--- config.mk ---
export PLATFORM = sky130hd
export DESIGN_NAME = uart_tx
export DESIGN_NICKNAME = d
export VERILOG_FILES = /design/src/rtl/uart_tx.sv
export SDC_FILE = /design/constraint.sdc
export NUM_CORES = 1
export LEC_CHECK = 0
export BUFFER_PORTS_ARGS = -buffer_cell sky130_fd_sc_hd__buf_2
export CAP_MARGIN = 40
export CELL_PAD_IN_SITES_DETAIL_PLACEMENT = 1
export CELL_PAD_IN_SITES_GLOBAL_PLACEMENT = 1
export CORE_UTILIZATION = 51
export DETAILED_ROUTE_END_ITERATION = 8
export GPL_TIMING_DRIVEN = 0
export PLACE_DENSITY = 0.82
export SYNTH_ARGS = -nofsm -noshare
export SYNTH_HDL_FRONTEND = slang
export SYNTH_SLANG_ARGS = --single-unit
--- constraint.sdc ---
create_clock -name clk_in -period 6.6 [get_ports clk_in]
set_input_delay 0.33 -clock clk_in [delete_from_list [all_inputs] [get_ports clk_in]]
set_output_delay 0.33 -clock clk_in [all_outputs]
set_load 0.02 [all_outputs]
--- src/rtl/uart_tx.sv ---
// uart_tx: UART transmitter with a one-byte hold buffer so consecutive frames go out
// back-to-back with no idle gap between the last stop bit and the next start bit.
//
// Parameters:
//   CLK_HZ     system clock frequency in Hz
//   BAUD_RATE  line bit rate; each bit lasts CLK_HZ/BAUD_RATE clocks (must be >= 2)
//   PARITY     0 = none, 1 = odd, 2 = even
//   STOP_BITS  1 or 2
//
// Ports:
//   clk_in     system clock, rising edge
//   rst_in     asynchronous active-high reset
//   data_in    byte to send, sampled on the accept edge (valid_in && ready_out)
//   valid_in   data_in is valid
//   ready_out  a byte can be accepted (hold register empty)
//   tx_out     registered serial line, idle high
//   busy_out   a frame is on the line or a byte is buffered
module uart_tx #(
   parameter int unsigned CLK_HZ    = 100_000_000,
   parameter int unsigned BAUD_RATE = 9600,
   parameter int unsigned PARITY    = 0,
   parameter int unsigned STOP_BITS = 1
) (
   input  logic       clk_in,
   input  logic       rst_in,
   input  logic [7:0] data_in,
   input  logic       valid_in,
   output logic       ready_out,
   output logic       tx_out,
   output logic       busy_out
);

   localparam int unsigned ClksPerBit = CLK_HZ / BAUD_RATE;
   localparam int unsigned TimerW     = $clog2(ClksPerBit);
   localparam logic [TimerW-1:0] TimerReload = TimerW'(ClksPerBit - 1);
   localparam logic LastStop = 1'(STOP_BITS - 1);

   if (PARITY > 2) begin : g_bad_parity
      $error("uart_tx: PARITY must be 0, 1 or 2");
   end
   if (STOP_BITS < 1 || STOP_BITS > 2) begin : g_bad_stop_bits
      $error("uart_tx: STOP_BITS must be 1 or 2");
   end
   if (ClksPerBit < 2) begin : g_bad_baud
      $error("uart_tx: CLK_HZ/BAUD_RATE must be at least 2");
   end

   typedef enum logic [2:0] {
      StIdle,
      StStart,
      StData,
      StPar,
      StStop
   } state_e;

   state_e            state_q, state_d;
   logic [TimerW-1:0] timer_q, timer_d;
   logic [2:0]        bit_idx_q, bit_idx_d;
   logic              stop_idx_q, stop_idx_d;
   logic [7:0]        shift_q, shift_d;
   logic [7:0]        hold_q, hold_d;
   logic              hold_full_q, hold_full_d;
   logic              tx_q, tx_d;
   logic              accept;
   logic              bit_done;

   assign ready_out = ~hold_full_q;
   assign busy_out  = (state_q != StIdle) || hold_full_q;
   assign tx_out    = tx_q;
   assign accept    = valid_in && ready_out;
   assign bit_done  = (timer_q == '0);

   always_comb begin
      state_d     = state_q;
      timer_d     = timer_q;
      bit_idx_d   = bit_idx_q;
      stop_idx_d  = stop_idx_q;
      shift_d     = shift_q;
      hold_d      = hold_q;
      hold_full_d = hold_full_q;
      tx_d        = 1'b1;

      // Timer sits at its reload value in idle, so a frame start always begins a full bit.
      if (state_q == StIdle || bit_done) begin
         timer_d = TimerReload;
      end else begin
         timer_d = timer_q - TimerW'(1);
      end

      unique case (state_q)
         StIdle: begin
            // A byte that landed in hold on the STOP->IDLE edge starts one cycle later.
            if (hold_full_q) begin
               shift_d     = hold_q;
               hold_full_d = 1'b0;
               bit_idx_d   = '0;
               state_d     = StStart;
            end else if (accept) begin
               shift_d   = data_in;
               bit_idx_d = '0;
               state_d   = StStart;
            end
         end
         StStart: begin
            if (bit_done) begin
               bit_idx_d = '0;
               state_d   = StData;
            end
         end
         StData: begin
            if (bit_done) begin
               if (bit_idx_q == 3'd7) begin
                  stop_idx_d = 1'b0;
                  state_d    = (PARITY != 0) ? StPar : StStop;
               end else begin
                  bit_idx_d = bit_idx_q + 3'd1;
               end
            end
         end
         StPar: begin
            if (bit_done) begin
               stop_idx_d = 1'b0;
               state_d    = StStop;
            end
         end
         StStop: begin
            if (bit_done) begin
               if (stop_idx_q == LastStop) begin
                  if (hold_full_q) begin
                     shift_d     = hold_q;
                     hold_full_d = 1'b0;
                     bit_idx_d   = '0;
                     state_d     = StStart;
                  end else begin
                     state_d = StIdle;
                  end
               end else begin
                  stop_idx_d = 1'b1;
               end
            end
         end
         default: state_d = StIdle;
      endcase

      // ready_out is low while hold is full, so this never collides with a hold transfer.
      if (accept && state_q != StIdle) begin
         hold_d      = data_in;
         hold_full_d = 1'b1;
      end

      // Line level is registered from the next state so it changes on the same edge.
      unique case (state_d)
         StStart: tx_d = 1'b0;
         StData:  tx_d = shift_d[bit_idx_d];
         StPar:   tx_d = (PARITY == 2) ? ^shift_d : ~^shift_d;
         default: tx_d = 1'b1;
      endcase
   end

   always_ff @(posedge clk_in or posedge rst_in) begin
      if (rst_in) begin
         state_q     <= StIdle;
         timer_q     <= TimerReload;
         bit_idx_q   <= '0;
         stop_idx_q  <= 1'b0;
         shift_q     <= '0;
         hold_q      <= '0;
         hold_full_q <= 1'b0;
         tx_q        <= 1'b1;
      end else begin
         state_q     <= state_d;
         timer_q     <= timer_d;
         bit_idx_q   <= bit_idx_d;
         stop_idx_q  <= stop_idx_d;
         shift_q     <= shift_d;
         hold_q      <= hold_d;
         hold_full_q <= hold_full_d;
         tx_q        <= tx_d;
      end
   end

endmodule

After elaboration in Yosys (flattened, before gate mapping) --
Cells that the tools add are included.
Word-level totals: output and inout bits 3, input bits 11, flip-flop bits (word level) 39
Operators by class: reductions and logical operators 12, $add $sub $neg 2, equal/unequal tests 14, magnitude comparators 1, multiplexer cells 39, bitwise gates (word level) 1
Operators by type and width (number):
- 3-bit two-way mux | 16
- 8-bit two-way mux | 5
- 8-bit one-hot mux with 2 select lines | 1
- 3-bit one-hot mux with 5 select lines | 1
- 14-bit zero test | 1
- 14-bit two-way mux | 1
- 14-bit by 1-bit subtractor with 14-bit output (second input constant) | 1
- 3-bit by 2-bit equality test with 1-bit output (second input constant) | 4
- 3-bit one-hot mux with 4 select lines | 1
- 1-bit two-way mux | 10
- 3-bit nonzero test | 3
- 2-bit inequality test (second input constant) | 4
- 8-bit XNOR reduction | 1
- 3-bit by 1-bit equality test with 1-bit output (second input constant) | 2
- 3-bit equality test (second input constant) | 2
- 3-bit inequality test (second input constant) | 2
- 1-bit one-hot mux with 3 select lines | 2
- 5-bit AND reduction | 1
- 3-bit by 4-bit less-than comparator with 1-bit output (second input constant) | 1
- 3-bit by 1-bit adder with 3-bit output (second input constant) | 1
- 1-bit binary-select mux with 3-bit select | 1
- 3-bit zero test | 1
- 3-bit AND reduction | 1
- 1-bit logical AND | 2
- other kinds (3) | 4

Logic depth before layout (Yosys ltp) --
word-level depth 8, gate-level depth with buffers 12, depth with buffers taken out 11

Worst setup path after synthesis --
Ideal clock, no wire load.
path type flip-flop to flip-flop, from reg timer_q[0], to reg tx_q (netlist: tx_out), slack 3.987 ns, setup time 0.091 ns, data required time 6.509 ns, cell stages (with the launch flop) 12, data arrival time 2.522 ns, period minus slack after synthesis 2.613 ns, cell sequence dfstp_2 > inv_1 > ha_1 > nor3b_2 > and4_1 > buf_6 > nand4b_1 > o21ai_0 > o211ai_1 > a22oi_1 > mux2_2 > o31ai_1
Between the ends: word-level cells in the longest chain between the ends 6, elaborated cells on any way between the ends 19
Ends and longest elaborated chain:
- start, declared | RTL line 57 | logic [TimerW-1:0] timer_q, timer_d;
- start signal, assigned | RTL line 163 | timer_q <= TimerReload;
- start signal, assigned | RTL line 172 | timer_q <= timer_d;
- 14-bit zero test (*) | RTL line 71 | assign bit_done = (timer_q == '0);
- 3-bit two-way mux (tied with other cells) | RTL line 127 | if (bit_done) begin
- 3-bit one-hot mux with 4 select lines or 8-bit one-hot mux with 2 select lines (tied branches) | RTL line 90 | unique case (state_q)
- 1-bit binary-select mux with 3-bit select | RTL line 154 | StData: tx_d = shift_d[bit_idx_d];
- 1-bit two-way mux (not written as such) | RTL line 154
- 1-bit one-hot mux with 3 select lines (*) | RTL line 152 | unique case (state_d)
- named net tx_d | RTL line 63 | logic tx_q, tx_d;
- end signal, assigned | RTL line 178 | tx_q <= tx_d;
- end, declared | RTL line 63
Mark *: on every way through the listed nets, which the timed path passes. The rest lies on a longest branch. The select of a mux whose other input is x is not followed. A chain may end at the register's enable or synchronous reset.

Worst setup path in the final report --
Ends and elaborated chain as after synthesis.

==> key figures <==
Power
  – Seq pwr share: 0.556
  – Switch Pwr: 0.102 mW
  – Share of power burned in combinational logic: 0.050
  – Sw frac: 0.235
  – Lkg Pwr: 1.12 nW
  – Clock share of power: 0.394
  – Peak supply drop: 153 uV
  – Pwr dens: 178 nW/um^2
  – Internal power: 0.332 mW

Setup path
  – CP endpoint kind: flip-flop
  – Critical path's largest stage delay: 0.65 ns
  – Cell count of the worst reg-to-reg path: 11
  – Worst Path Arrival: 3.66 ns
  – CP most frequent cell: xnor2_1
  – Start point of the critical path: timer_q[0]$_DFF_PP1_
  – Crit path cell chain: inv_1, ha_1, nor3b_2, nand4_1, o21ai_1, o221ai_1, xnor2_1, xnor2_1, xnor2_1, o32a_1, o31ai_1
  – CP Data Required Time: 6.81 ns
  – Reg-to-reg startpoint: timer_q[0]$_DFF_PP1_
  – Critical Path Slowest Stage Cell: o21ai_1
  – Critical path class: reg -> reg
  – Startpoint Class: flip-flop
  – Critical path peak fanout: 8

Yosys
  – Cell area after synthesis: 2210 um^2
  – Synth area leader: dfrtp_1
  – Mapped Nets: 230
  – Share of the yosys chip area belonging to registers: 0.436
  – Post-synth EDFFs: 0
  – Synth warn: 0
  – Fraction of registers with async set/reset: 1.00
  – Synth top cells by count: 36 x nand2_1, 29 x dfrtp_1, 17 x nor2_1, 16 x mux2_2, 14 x inv_1
  – Cells after Synth: 217
  – Yosys top cell area share: 0.329
  – Count leader, synth: nand2_1
  – Top FF cell, synth: dfrtp_1
  – Syn_area_per_cell: 10.2 um^2
  – Flops & latches, synth: 38
  – Largest cells by area after synthesis: dfrtp_1 33%, dfstp_2 11%, mux2_2 8.2%
  – Distinct cells, synth: 51

Clocking
  – Clock transition at path regs: 0.08 ns
  – Clock Path Buffers: 2
  – Total clock buffers created by CTS: 5
  – Root Buffer: clkbuf_8
  – Worst-Skew Late Latency: 0.30 ns
  – Hold buffer count at CTS: 0
  – H-tree level count: 2
  – Clock Sinks: 38
  – Post-cts resize count: 0
  – CTS tree: done
  – Post-CTS Setup Bufs: 0

Cells and area
  – Area taken by multi-input logic gates: 1130 um^2
  – Area grow syn2layout: 10.1%
  – Layout Nets: 250
  – Layout cell share with drive strength beyond 1: 0.256
  – Ant diodes: 0
  – FF/Latch Area: 962 um^2
  – Final Non-Filler Cells: 288
  – Fill count: 473

Global routing
  – Grt ovf: 0
  – Vias in the first global route: 1802
  – Tot GR Track Use: 0.266
  – Antenna violations before repair: 0
  – Largest net degree at the start of global routing: 39
  – First-pass GRT wire length: 8.74 mm

Timing
  – Slew @ Worst Pin: 0.795 ns
  – RSZ-0062 raised after global routing: false
  – Final Max Slew Viols: 0
  – Period utilization: 0.523
  – Slew HR: 0.469
  – Final Setup Violations: 0
  – Minimum clock period: 3.45 ns
  – TNS Setup: 0 ns
  – F_max: 0.290 GHz
  – Clock Skew: 0.00826 ns
  – Hold Violations, Final: 0

Min path
  – Hold WC Path Type: in -> async

Floorplan
  – Starting Density: 0.540
  – Num rows: 23
  – Core footprint: 4090 um^2
  – Die ar.: 4590 um^2
  – Die Wd: 67.8 um
  – Die height: 67.8 um
  – IO Pins: 14

Route
  – Routed Wire Length: 5.40 mm
  – Detail Route Antenna Nets: 0
  – Drc violations: 0
  – Via/cell ratio: 5.92
  – Wire length per cell: 18.8 um
  – Vias post-DR: 1706
  – DRT Pass-1 Iters: 4
  – Initial drt markers: 111

Placed design
  – Dpl cells: 280
  – PortBufs: 13
  – GP Congestion: 0.800
  – Hpwl dp: 4.03 mm

Flow run
  – Maxcap violations: 0

Outcome
  – Status: finished, final reports clean
[stage by stage]
stage	total power, mW	cell area (um^2)	setup WS [ns]	util	hold WS [ns]
6_report	0.433	2430	3.15	0.595	0.183
4_1_cts	0.438	2430	3.23	0.595	0.219
2_1_floorplan	0.259	2210	3.99	-	0.440
5_1_grt	0.448	2430	2.92	0.595	0.244
3_5_place_dp	0.267	2330	3.27	0.571	0.453
3_3_place_gp	0.265	2330	3.41	0.571	0.449
[metal layers]
metal / track usage / routed length [um]
met1: 0.335 / 2400
met2: 0.437 / 2730
met3: 0.0608 / 149
met4: 0.107 / 113
met5: 0 / 0
[flip-flops by register name, indices dropped and copies added (netlist names)]
signal	count
bit_idx_q	3
hold_full_q	1
hold_q	8
shift_q	8
state_q	3
timer_q	14
tx_out	1
[cells by family (layout without fill, tap and decap cells)]
| logic type | after synthesis | count (layout) | share of synthesized area |
|---|---|---|---|
| flip-flops | 38 | 38 | 0.436 |
| buffers and inverters | 22 | 43 | 0.0538 |
| adder cells (fa/ha/maj) | 2 | 2 | 0.0113 |
| AO/OA/AOI/OAI | 29 | 29 | 0.0998 |
| AND/OR/NAND/NOR | 82 | 82 | 0.193 |
| XOR/XNOR | 15 | 15 | 0.0595 |
| multiplexers | 29 | 29 | 0.146 |
[cell usage in the layout, fill, tap and decap left out, types with 2 or more instances in the layout]
cell type,instances
nor2b_1,2
or3_1,2
clkbuf_8,8
o31ai_1,2
nor3_1,3
buf_2,14
mux2i_1,12
nand2_1,36
a21oi_1,5
and3_1,2
nand3_1,2
dfstp_2,9
nand2b_1,2
nor4_1,4
nor2_1,17
buf_6,2
o21ai_0,3
inv_2,2
inv_1,13
ha_1,2
xnor2_1,13
dfrtp_1,29
mux2_2,16
o221ai_1,7
o32ai_1,2
xor2_1,2
[final timing paths]
| check | end | slack [ns] |
|---|---|---|
| max | tx_out$_DFF_PP1_ | 3.15 |
| min | shift_q[0]$_DFF_PP0_ | 0.18 |
| max reg2reg | tx_out$_DFF_PP1_ | 3.15 |
| min reg2reg | timer_q[0]$_DFF_PP1_ | 0.47 |
| max in group asynchronous | timer_q[6]$_DFF_PP0_ | 5.92 |
| min in group clk_in | hold_q[7]$_DFFE_PP0P_ | 0.28 |
[power groups by stage]
stage	logic, mW	clock network, mW	registers [mW]
3_3_place_gp	0.0204	0	0.245
6_report	0.0215	0.171	0.241
3_5_place_dp	0.0220	0	0.245
2_1_floorplan	0.0147	0	0.244
4_1_cts	0.0221	0.175	0.241
5_1_grt	0.0240	0.183	0.242
[worst max-delay path: cells and delay by family, from the launching register on]
kind,cells,cell delay (ns)
AOI/OAI and AO/OA,4,1.41
and+or+nand+nor,2,0.77
xor gates and xnor gates,3,0.53
DFF,1,0.39
adders and majority gates,1,0.20
buffers and inverters,1,0.07
[cell type report]
type	count	area share
Buffer	7	0.0257
Clock buffer	6	0.0340
Clock inverter	2	0.00515
Inverter	15	0.0232
Multi-Input combinational cell	157	0.463
Sequential cell	38	0.396
Tap cell	50	0.0257
Timing Repair Buffer	13	0.0268
(Power assumes the default switching activity.)
